$ cat src/rtl/alu_issue_pkg.sv
// alu_issue_pkg: shared definitions for the ALU issue stage.
//   - RV32I major opcode constants
//   - ALU operation select codes (funct3-aligned, matching the team ALU)
//   - issue_t: decoded payload handed from alu_issue_decode to alu_issue
package alu_issue_pkg;

  localparam logic [6:0] OP     = 7'b0110011;
  localparam logic [6:0] OP_IMM = 7'b0010011;
  localparam logic [6:0] LOAD   = 7'b0000011;
  localparam logic [6:0] STORE  = 7'b0100011;
  localparam logic [6:0] BRANCH = 7'b1100011;
  localparam logic [6:0] LUI    = 7'b0110111;
  localparam logic [6:0] AUIPC  = 7'b0010111;
  localparam logic [6:0] JAL    = 7'b1101111;
  localparam logic [6:0] JALR   = 7'b1100111;

  localparam logic [2:0] ALU_ADD  = 3'b000;
  localparam logic [2:0] ALU_SLL  = 3'b001;
  localparam logic [2:0] ALU_SLT  = 3'b010;
  localparam logic [2:0] ALU_SLTU = 3'b011;
  localparam logic [2:0] ALU_XOR  = 3'b100;
  localparam logic [2:0] ALU_SR   = 3'b101;
  localparam logic [2:0] ALU_OR   = 3'b110;
  localparam logic [2:0] ALU_AND  = 3'b111;

  localparam logic [6:0] F7_BASE = 7'b0000000;
  localparam logic [6:0] F7_ALT  = 7'b0100000;

  typedef struct packed {
    logic [2:0]  opsel;
    logic        sub;
    logic        uns;
    logic        arith;
    logic        branch;
    logic        illegal;
    logic [31:0] op1;
    logic [31:0] op2;
  } issue_t;

  function automatic logic [31:0] sext12(input logic [11:0] imm);
    return {{20{imm[11]}}, imm};
  endfunction

endpackage

$ cat src/rtl/alu_issue_decode.sv
// alu_issue_decode: combinational RV32I decode into an ALU issue payload.
//   inst, pc, rs1_data, rs2_data : instruction word, its address, operands
//   payload                      : ALU controls/operands plus branch/illegal
module alu_issue_decode
  import alu_issue_pkg::*;
(
  input  logic [31:0] inst,
  input  logic [31:0] pc,
  input  logic [31:0] rs1_data,
  input  logic [31:0] rs2_data,
  output issue_t      payload
);

  logic [6:0] opcode;
  logic [2:0] funct3;
  logic [6:0] funct7;
  logic       unused_rs1_idx;
  issue_t     dec;
  logic       bad;

  assign opcode = inst[6:0];
  assign funct3 = inst[14:12];
  assign funct7 = inst[31:25];
  // Register indices are resolved upstream; only the data is consumed here.
  assign unused_rs1_idx = ^inst[19:15];

  always_comb begin
    dec = '0;
    bad = 1'b0;
    case (opcode)
      OP: begin
        dec.opsel = funct3;
        dec.op1   = rs1_data;
        dec.op2   = rs2_data;
        dec.sub   = (funct3 == ALU_ADD) && funct7[5];
        dec.arith = (funct3 == ALU_SR) && funct7[5];
        dec.uns   = (funct3 == ALU_SLTU);
        bad = !((funct7 == F7_BASE) ||
                ((funct7 == F7_ALT) && ((funct3 == ALU_ADD) || (funct3 == ALU_SR))));
      end
      OP_IMM: begin
        dec.opsel = funct3;
        dec.op1   = rs1_data;
        dec.uns   = (funct3 == ALU_SLTU);
        if ((funct3 == ALU_SLL) || (funct3 == ALU_SR)) begin
          // Shift immediates carry only the shamt; imm[11:5] is a function field.
          dec.op2   = {27'b0, inst[24:20]};
          dec.arith = (funct3 == ALU_SR) && funct7[5];
          bad = !((funct7 == F7_BASE) || ((funct7 == F7_ALT) && (funct3 == ALU_SR)));
        end else begin
          dec.op2 = sext12(inst[31:20]);
        end
      end
      LOAD: begin
        dec.op1 = rs1_data;
        dec.op2 = sext12(inst[31:20]);
      end
      STORE: begin
        dec.op1 = rs1_data;
        dec.op2 = sext12({inst[31:25], inst[11:7]});
      end
      LUI: begin
        dec.op2 = {inst[31:12], 12'b0};
      end
      AUIPC: begin
        dec.op1 = pc;
        dec.op2 = {inst[31:12], 12'b0};
      end
      JAL, JALR: begin
        dec.op1 = pc;
        dec.op2 = 32'd4;
      end
      BRANCH: begin
        dec.op1    = rs1_data;
        dec.op2    = rs2_data;
        dec.sub    = 1'b1;
        dec.branch = 1'b1;
        dec.uns    = (funct3[2:1] == 2'b11);
        bad = (funct3 == 3'b010) || (funct3 == 3'b011);
      end
      default: bad = 1'b1;
    endcase
    if (bad) begin
      dec         = '0;
      dec.illegal = 1'b1;
    end
  end

  assign payload = dec;

endmodule

$ cat src/rtl/alu_issue.sv
// alu_issue: accepts RV32I instructions with operands, decodes them and
// issues ALU requests over a valid/ready handshake, counting transfers.
//   i_clk, i_rst_n                    : clock, async active-low reset
//   i_valid/o_ready, i_inst, i_pc,
//   i_rs1_data, i_rs2_data            : upstream instruction handshake
//   o_valid/i_ready, o_opsel, o_sub,
//   o_unsigned, o_arith, o_op1, o_op2,
//   o_branch, o_illegal               : downstream ALU request
//   o_issue_cnt                       : completed output transfers (wraps)
// Build option: define ALU_ISSUE_SKID_EN for a two-entry skid buffer with
// a registered o_ready; otherwise a single register with combinational
// o_ready.
module alu_issue
  import alu_issue_pkg::*;
(
  input  logic        i_clk,
  input  logic        i_rst_n,
  input  logic        i_valid,
  output logic        o_ready,
  input  logic [31:0] i_inst,
  input  logic [31:0] i_pc,
  input  logic [31:0] i_rs1_data,
  input  logic [31:0] i_rs2_data,
  output logic        o_valid,
  input  logic        i_ready,
  output logic [2:0]  o_opsel,
  output logic        o_sub,
  output logic        o_unsigned,
  output logic        o_arith,
  output logic [31:0] o_op1,
  output logic [31:0] o_op2,
  output logic        o_branch,
  output logic        o_illegal,
  output logic [15:0] o_issue_cnt
);

  issue_t      dec_payload;
  issue_t      out_q;
  logic        out_valid_q;
  logic [15:0] cnt_q;
  logic        in_fire;
  logic        out_fire;

  alu_issue_decode u_decode (
    .inst     (i_inst),
    .pc       (i_pc),
    .rs1_data (i_rs1_data),
    .rs2_data (i_rs2_data),
    .payload  (dec_payload)
  );

  assign in_fire  = i_valid && o_ready;
  assign out_fire = out_valid_q && i_ready;

`ifdef ALU_ISSUE_SKID_EN
  issue_t skid_q;
  logic   skid_valid_q;
  logic   ready_q;

  // A word accepted while the output stalls parks in skid_q; o_ready then
  // drops until the output drains, so i_ready never reaches o_ready.
  always_ff @(posedge i_clk or negedge i_rst_n) begin
    if (!i_rst_n) begin
      out_q        <= '0;
      out_valid_q  <= 1'b0;
      skid_q       <= '0;
      skid_valid_q <= 1'b0;
      ready_q      <= 1'b0;
    end else if (skid_valid_q) begin
      if (i_ready) begin
        out_q        <= skid_q;
        skid_valid_q <= 1'b0;
        ready_q      <= 1'b1;
      end
    end else begin
      ready_q <= 1'b1;
      if (in_fire) begin
        if (out_valid_q && !i_ready) begin
          skid_q       <= dec_payload;
          skid_valid_q <= 1'b1;
          ready_q      <= 1'b0;
        end else begin
          out_q       <= dec_payload;
          out_valid_q <= 1'b1;
        end
      end else if (i_ready) begin
        out_valid_q <= 1'b0;
      end
    end
  end

  assign o_ready = ready_q;
`else
  always_ff @(posedge i_clk or negedge i_rst_n) begin
    if (!i_rst_n) begin
      out_q       <= '0;
      out_valid_q <= 1'b0;
    end else if (in_fire) begin
      out_q       <= dec_payload;
      out_valid_q <= 1'b1;
    end else if (i_ready) begin
      out_valid_q <= 1'b0;
    end
  end

  assign o_ready = !out_valid_q || i_ready;
`endif

  always_ff @(posedge i_clk or negedge i_rst_n) begin
    if (!i_rst_n) begin
      cnt_q <= '0;
    end else if (out_fire) begin
      cnt_q <= cnt_q + 16'd1;
    end
  end

  assign o_valid     = out_valid_q;
  assign o_opsel     = out_q.opsel;
  assign o_sub       = out_q.sub;
  assign o_unsigned  = out_q.uns;
  assign o_arith     = out_q.arith;
  assign o_op1       = out_q.op1;
  assign o_op2       = out_q.op2;
  assign o_branch    = out_q.branch;
  assign o_illegal   = out_q.illegal;
  assign o_issue_cnt = cnt_q;

endmodule

$ cat config.mk
export PLATFORM = sky130hd
export DESIGN_NAME = alu_issue
export DESIGN_NICKNAME = d
export VERILOG_FILES = /design/src/rtl/alu_issue_pkg.sv /design/src/rtl/alu_issue_decode.sv /design/src/rtl/alu_issue.sv
export SDC_FILE = /design/constraint.sdc
export NUM_CORES = 1
export LEC_CHECK = 0
export ABC_CLOCK_PERIOD_IN_PS = 4220
export CORE_MARGIN = 8
export CORE_UTILIZATION = 44
export DETAILED_ROUTE_END_ITERATION = 6
export PLACE_DENSITY = 0.94
export SLEW_MARGIN = 20
export SYNTH_ARGS = -nofsm -noshare
export SYNTH_HDL_FRONTEND = slang
export SYNTH_SLANG_ARGS = --single-unit
$ cat constraint.sdc
create_clock -name i_clk -period 4.22 [get_ports i_clk]
set_clock_uncertainty 0.15 [all_clocks]
set_input_delay 0.422 -clock i_clk [delete_from_list [all_inputs] [get_ports i_clk]]
set_output_delay 0.422 -clock i_clk [all_outputs]
set_load 0.02 [all_outputs]
==> summary.md, run 1 <==
| Metric | Value |
|---|---|
| Vias in the first global route | `4816` |
| Ys Warns | `0` |
| Run status | `finished with violations` |
| Net Count, Synth | `578` |
| Grt ovf | `0` |
| # setup viols final | `0` |
| Reg2Reg Depth | `5` |
| Die ar. | `0.0140 mm^2` |
| RR Endpoint | `o_op1[19]$_DFFE_PN0P_` |
| CP Cell Sequence | `clkdlybuf4s50_1 -> nand2b_1 -> nor4_2 -> buf_4 -> a21o_1 -> a22oi_1 -> o21ai_2` |
| Clock Latency Late Sink | `340 ps` |
| Crit path kind | `in -> reg` |
| Slew headroom | `25.6%` |
| Pins Over Slew Limit | `0` |
| Initial DRC count | `358` |
| Hold_ws | `-58.3 ps` |
| Largest net degree at the start of global routing | `90` |
| Worst Path Required | `approximately 4300 ps` |
| Setup_tns | `0 ps` |
| PostCTS Resize Cnt | `0` |
| Pwr dens | `270 mW/mm^2` |
| Startpoint types | `input pin` |
| Drc violations | `0` |
| Slowest CP cell | `a21o_1` |
| CTS tree | `built` |
| Iteration count of the initial detailed-routing pass | `5` |
| Number of clock sinks | `89` |
| Starting Density | `44.9%` |
| Placed insts | `slightly below 800` |
| Detail Route Antenna Nets | `0` |
| DPL Wire Length | `12300 um` |
| Initial antenna violation count | `1` |
| Core area | `0.0103 mm^2` |
| Final nets | `781` |
| Max-Cap Viols | `0` |
| Share of layout cells above drive strength 1 | `12.4%` |
| Worst stage delay on the critical path | `900 ps` |
| Worst R2R Start | `o_valid$_DFFE_PN0P_` |
| Synth unique cells | `45` |
| Root Buffer | `clkbuf_8` |
| Io pins | `approximately 220` |
| Layout Area Growth over Synthesis | `52.9%` |
| Bufs and invs on worst path | `2` |
| Internal reg-to-reg setup slack | `1640 ps` |
| RePlAce Congestion | `a little under 0.9` |
| Die Y | `118 um` |
| RSZ-0062 raised after global routing | `no` |
| Post-DR wirelength/cell | `about 21 um` |
| #FFs+latches synth | `89` |
| First-pass GRT wire length | `26200 um` |
| Die X | `roughly 120 um` |
| Cell family with most CP delay | `compound AO/OA/AOI/OAI gates` |
| Rows | `37` |
| Max Freq | `316 MHz` |
| Slew @ Worst Pin | `roughly 1100 ps` |
| Arrival @ worst endpoint | `3270 ps` |
| Post-Syn Area | `0.00462 mm^2` |
| Final period util | `74.9%` |
| Clock Path Buffers | `2` |
| Peak VDD IR | `0.142 mV` |
| Hold buffers post-CTS | `0` |
| Mapped Cells | `between 400 and 500` |
| Non-filler cells, final | `roughly 790` |
| Leakage | `2.80 nW` |
| Endpoints failing hold | `14` |
| CTS H-Tree Depth | `3` |
| Total track usage | `a little under a quarter` |
| Total CTS buffers | `9` |
| Buffers on Ports | `221` |
| Seq/Total Area, Yosys | `between 40% and 50%` |
| Post-CTS Setup Bufs | `0` |
| Tmin final | `3160 ps` |
| Synthesized area per cell | `10.4 um^2` |
| Ys flop type | `dfrtp_1` |
| Failing checks | `negative hold slack` |
| Vias per inst | `5.71` |
| Hold WC Path Type | `in -> async` |
| Post-synth ARST share | `100%` |
| EDFF count, synth | `0` |
| Routed WL | `16300 um` |
| Clock transition at path regs | `about 90 ps` |
| Vias post-DR | `4505` |
| Crit. End Element | `flop` |
| Crit-path max FO | `32` |
[cell usage after synthesis (2+ instances only)]
cell type,count,share of area (%)
a211oi_1,2,0.33
a21oi_1,7,0.76
a22o_1,21,4.0
a22oi_1,51,8.3
a32o_1,4,0.87
and3_1,5,0.68
buf_2,5,0.54
buf_6,7,1.7
clkbuf_1,21,1.7
dfrtp_1,89,48
inv_1,5,0.41
mux2i_1,5,1.1
nand2_1,70,5.7
nand2b_1,7,0.95
nand4_1,4,0.54
nor2_1,13,1.1
nor2b_1,2,0.27
nor3_1,3,0.33
nor4_1,3,0.41
o21a_1,2,0.33
o21ai_0,14,1.5
o21ai_2,50,9.5
o2bb2ai_1,19,3.6
xnor2_1,10,1.9
xor2_1,6,1.1
[state kept, by name, summed over array words and instances (netlist names)]
| register | flops |
|---|---|
| o_arith | 1 |
| o_branch | 1 |
| o_illegal | 1 |
| o_issue_cnt | 16 |
| o_op1 | 32 |
| o_op2 | 32 |
| o_opsel | 3 |
| o_sub | 1 |
| o_unsigned | 1 |
| o_valid | 1 |
[per-layer routing]
metal / wire [um] / vias up / share of wire (%) / track usage, %
li1: - / 2059 / - / -
met1: 6440 / 2181 / 40 / 27.2
met2: 8150 / 233 / 50 / 39.6
met3: 1220 / 32 / 7.5 / 5.33
met4: 476 / 0 / 2.9 / 8.54
met5: 0 / - / 0 / 0
[worst register-to-register path, cell delays in order, from the launching register on]
cell	delay, ps
dfrtp_1	390
nand2b_1	130
nand2_2	400
o21bai_1	370
a221o_4	660
o21ai_2	380
[metrics by stage]
| step | cell area, um^2 | hold WS (ps) | worst slack [ps] | util [%] | power [mW] |
|---|---|---|---|---|---|
| after detailed placement | 6880 | 316 | 690 | 66.9 | 1.35 |
| after CTS | 7050 | 171 | 1070 | 68.6 | 1.91 |
| after global placement | 6880 | 309 | 820 | 66.9 | 1.33 |
| final | 7060 | -58.3 | 1060 | 68.7 | 1.91 |
| after floorplan | 4620 | -23.6 | 2230 | - | 1.10 |
| after global routing | 7060 | 44.3 | 858 | 68.7 | 1.98 |
[kinds of logic after synthesis]
| group | synth area share [%] |
|---|---|
| fa+ha+maj | 0.271 |
| buf+inv | 4.69 |
| mux | 1.33 |
| simple gates | 11.2 |
| flops | 48.2 |
| compound gates | 31.2 |
| xor+xnor | 3.04 |
[where the power goes]
part	internal, mW	switching (mW)	total, mW	leakage [nW]
Combinational	0.218	0.199	0.417	1.49
Clock	0.271	0.301	0.572	0.0864
Sequential	0.883	0.0349	0.917	1.22
Total	1.37	0.535	1.91	2.80
[placed cells by master, fill, tap and decap left out, types with 2 or more instances in the layout]
cell type / netlist / final
xnor2_1: 10 / 10
a21oi_2: 1 / 2
and3_1: 5 / 5
o21ai_0: 14 / 14
a22o_1: 21 / 21
clkdlybuf4s50_1: 0 / 220
o21a_1: 2 / 2
nor2b_1: 2 / 2
clkbuf_1: 21 / 3
dfrtp_1: 89 / 89
inv_1: 5 / 5
nor3_1: 3 / 2
a21oi_1: 7 / 6
o2bb2ai_1: 19 / 19
nand2b_1: 7 / 7
a22oi_1: 51 / 51
a211oi_1: 2 / 2
o21ai_2: 50 / 50
a32o_1: 4 / 4
nor4_1: 3 / 2
xor2_1: 6 / 6
nand2_1: 70 / 69
nand4_1: 4 / 4
clkbuf_8: 0 / 9
mux2i_1: 5 / 5
nor2_1: 13 / 13
buf_4: 1 / 6
[worst max path at each step]
stage                     slack (ps)  depth (start not counted)  startpoint                     to
after global placement           820                          7   i_inst[6]   o_op1[2]$_DFFE_PN0P_
final                           1060                          7   i_inst[6]  o_op1[30]$_DFFE_PN0P_
after detailed placement         690                          7   i_inst[6]   o_op1[6]$_DFFE_PN0P_
after floorplan                 2230                          7  i_inst[14]  o_op1[10]$_DFFE_PN0P_
after CTS                       1070                          7   i_inst[6]   o_op1[6]$_DFFE_PN0P_
after global routing             860                          7   i_inst[6]  o_op1[30]$_DFFE_PN0P_
[final cells by class]
class / count / area [um^2]
clock inverter: 3 / 42.5
antenna: 1 / 2.50
fill: 813 / 3220
tap: 136 / 170
inverter: 6 / 22.5
multi-input combinational: 315 / 2200
clock buffer: 12 / 135
timing repair buffer: 227 / 2260
sequential: 89 / 2230
Note: power is estimated with default switching activity, not from simulation.
==> run 2: changes to the inputs <==
ABC_CLOCK_PERIOD_IN_PS = 2700   (was 4220)
CORE_UTILIZATION = 37   (was 44)
PLACE_DENSITY = 0.85   (was 0.94)
clock period = 2.7 ns   (was 4.22 ns; I/O delays follow)
==> run 2 against run 1 <==
The run now ends clean. Die area grew 16%. Final cell count is 6.8% higher. Sequential power is 57% higher. Non-clock buffer count increased by 19. Core utilization decreased by 9.0 points. Critical path depth is the same. Global-route usage decreased by 3.2 points. Critical path type unchanged. Largest cell class unchanged. Largest power group unchanged. Highest routed layer unchanged.
==> summary.md, run 2 (synthesis results as in run 1) <==
| Metric | Value |
|---|---|
| Total track usage | `19.7% (was 22.9%)` |
| Crit. End Element | `flop (unchanged)` |
| Hold WC Path Type | `in -> async (unchanged)` |
| Total CTS buffers | `9 (unchanged)` |
| RePlAce Congestion | `0.889 (was 0.872)` |
| Drc violations | `0 (unchanged)` |
| Number of clock sinks | `89 (unchanged)` |
| Final period util | `88.4%` |
| PostCTS Resize Cnt | `0 (unchanged)` |
| DPL Wire Length | `12600 um (was 12300 um)` |
| Clock Path Buffers | `2 (unchanged)` |
| Clock transition at path regs | `70 ps (was 90 ps)` |
| First-pass GRT wire length | `25500 um (was 26200 um)` |
| Iteration count of the initial detailed-routing pass | `5 (unchanged)` |
| Commonest non-fill, non-tap cell in the layout | `clkdlybuf4s50_1 (unchanged)` |
| Starting Density | `37.2% (was 44.9%)` |
| Slew @ Worst Pin | `599 ps (was 1120 ps)` |
| Tmin final | `roughly 2400 ps` |
| Peak VDD IR | `0.288 mV (was 0.142 mV)` |
| Run status | `complete, no violations (was finished with violations)` |
| Pwr dens | `460 mW/mm^2 (was 270 mW/mm^2)` |
| Final nets | `800 (was 781)` |
| Root Buffer | `clkbuf_16 (was clkbuf_8)` |
| Worst Path Required | `2790 ps (was 4330 ps)` |
| Arrival @ worst endpoint | `2480 ps (was 3270 ps)` |
| Largest net degree at the start of global routing | `46 (was 90)` |
| CTS tree | `built (unchanged)` |
| Slowest CP cell | `a221o_4 (was a21o_1)` |
| Fin util | `59.7% (was 68.7%)` |
| Routed WL | `16100 um (was 16300 um)` |
| # setup viols final | `0 (unchanged)` |
| Layout Area Growth over Synthesis | `60.6% (was 52.9%)` |
| Core area | `0.0124 mm^2 (was 0.0103 mm^2)` |
| Pins Over Slew Limit | `0 (unchanged)` |
| Startpoint types | `input pin (unchanged)` |
| Vias post-DR | `4444 (was 4505)` |
| Met2 GRT Util | `34.4% (was 39.6%)` |
| RSZ-0062 raised after global routing | `no (unchanged)` |
| Buffers on Ports | `221 (unchanged)` |
| Max Freq | `419 MHz` |
| Setup ws final | `315 ps (was 1060 ps)` |
| CP Cell Sequence | `clkdlybuf4s50_1 -> nor4_1 -> buf_4 -> a31oi_2 -> a221o_4 -> buf_12 -> o21ai_0 (was clkdlybuf4s50_1 -> nand2b_1 -> nor4_2 -> buf_4 -> a21o_1 -> a22oi_1 -> o21ai_2)` |
| Die Y | `128 um (was 118 um)` |
| Cell family with most CP delay | `buffers and inverters (was compound AO/OA/AOI/OAI gates)` |
| Crit path kind | `in -> reg (unchanged)` |
| Vias in the first global route | `4816 (unchanged)` |
| Met3 usage | `5.07% (was 5.33%)` |
| Grt ovf | `0 (unchanged)` |
| Initial antenna violation count | `0 (was 1)` |
| Endpoints failing hold | `0 (was 14)` |
| Met1 usage in global routing | `22.8% (was 27.2%)` |
| Most frequent cells in the layout | `clkdlybuf4s50_1, dfrtp_1, nand2_1 (unchanged)` |
| Setup_tns | `0 ps (unchanged)` |
| Rows | `41 (was 37)` |
| Crit-path max FO | `37 (was 32)` |
| Ant. Diodes | `0 (was 1)` |
| Detail Route Antenna Nets | `0 (unchanged)` |
| CTS H-Tree Depth | `3 (unchanged)` |
| Die ar. | `0.0163 mm^2 (was 0.0140 mm^2)` |
| Max-Cap Viols | `0 (unchanged)` |
| Io pins | `222 (unchanged)` |
| Post-DR wirelength/cell | `19.1 um (was 20.6 um)` |
| Bufs and invs on worst path | `3 (was 2)` |
| Initial DRC count | `241 (was 358)` |
| Clock Latency Late Sink | `330 ps (was 340 ps)` |
| Worst slack, placed | `72.9 ps (was 690 ps)` |
| Slew headroom | `60.1% (was 25.6%)` |
| Leakage | `2.96 nW (was 2.80 nW)` |
| Busiest metal layer after global routing | `met2 (unchanged)` |
| Worst stage delay on the critical path | `490 ps (was 900 ps)` |
| Die X | `128 um (was 118 um)` |
| Share of layout cells above drive strength 1 | `15.1% (was 12.4%)` |
| Vias per inst | `5.27 (was 5.71)` |
==> run 2: what timing repair did <==
action / in CTS / in global routing
setup buffers: 0 / 0
endpoints found under the hold margin: 44 / 0
hold buffers: 1 / 0
==> run 2: power breakdown <==
| group | total (mW) | switching, mW | internal (mW) |
|---|---|---|---|
| logic | 0.673 | 0.315 | 0.358 |
| clock network | 1.30 | 0.495 | 0.806 |
| registers | 1.44 | 0.0538 | 1.38 |
==> run 2: final timing paths <==
path / startpoint / endpoint / slack [ps] / cells after the start
setup / recovery: i_inst[27] / o_op2[14]$_DFFE_PN0P_ / 310 / 7
hold / removal: i_rst_n / o_op2[19]$_DFFE_PN0P_ / 320 / 2
setup reg to reg: o_valid$_DFFE_PN0P_ / o_op2[14]$_DFFE_PN0P_ / 770 / 6
hold reg to reg: o_issue_cnt[15]$_DFFE_PN0P_ / o_issue_cnt[15]$_DFFE_PN0P_ / 320 / 1
max in group asynchronous: i_rst_n / o_op1[16]$_DFFE_PN0P_ / 1410 / 3
min in group i_clk: o_issue_cnt[15]$_DFFE_PN0P_ / o_issue_cnt[15]$_DFFE_PN0P_ / 320 / 1
==> run 2: final cells by class <==
| type | instances | area (um^2) |
|---|---|---|
| Clock buffer | 10 | 229 |
| Clock inverter | 5 | 81.3 |
| Fill cell | 1037 | 5000 |
| Inverter | 6 | 22.5 |
| Multi-Input combinational cell | 315 | 2200 |
| Sequential cell | 89 | 2230 |
| Tap cell | 172 | 215 |
| Timing Repair Buffer | 246 | 2440 |
==> run 2: stage by stage <==
stage / area [um^2] / hold WS (ps) / instances / power [mW]
after global placement: 7090 / 156 / 827 / 2.11
after floorplan: 4620 / -176 / 445 / 1.71
after detailed placement: 7090 / 165 / 827 / 2.13
after global routing: 7410 / 349 / 843 / 3.55
final: 7410 / 316 / 843 / 3.41
after CTS: 7410 / 319 / 843 / 3.44
==> run 2: per-layer routing <==
layer	routed length, um	vias up
li1	-	2088
met1	6380	2121
met2	8120	204
met3	1230	31
met4	349	0
met5	0	-
==> run 2: worst register-to-register path, delay by kind of cell, from the launching register on <==
family          cells  cell delay, ps
compound gates      3             880
flops               1             380
simple gates        2             250
buf+inv             1             190
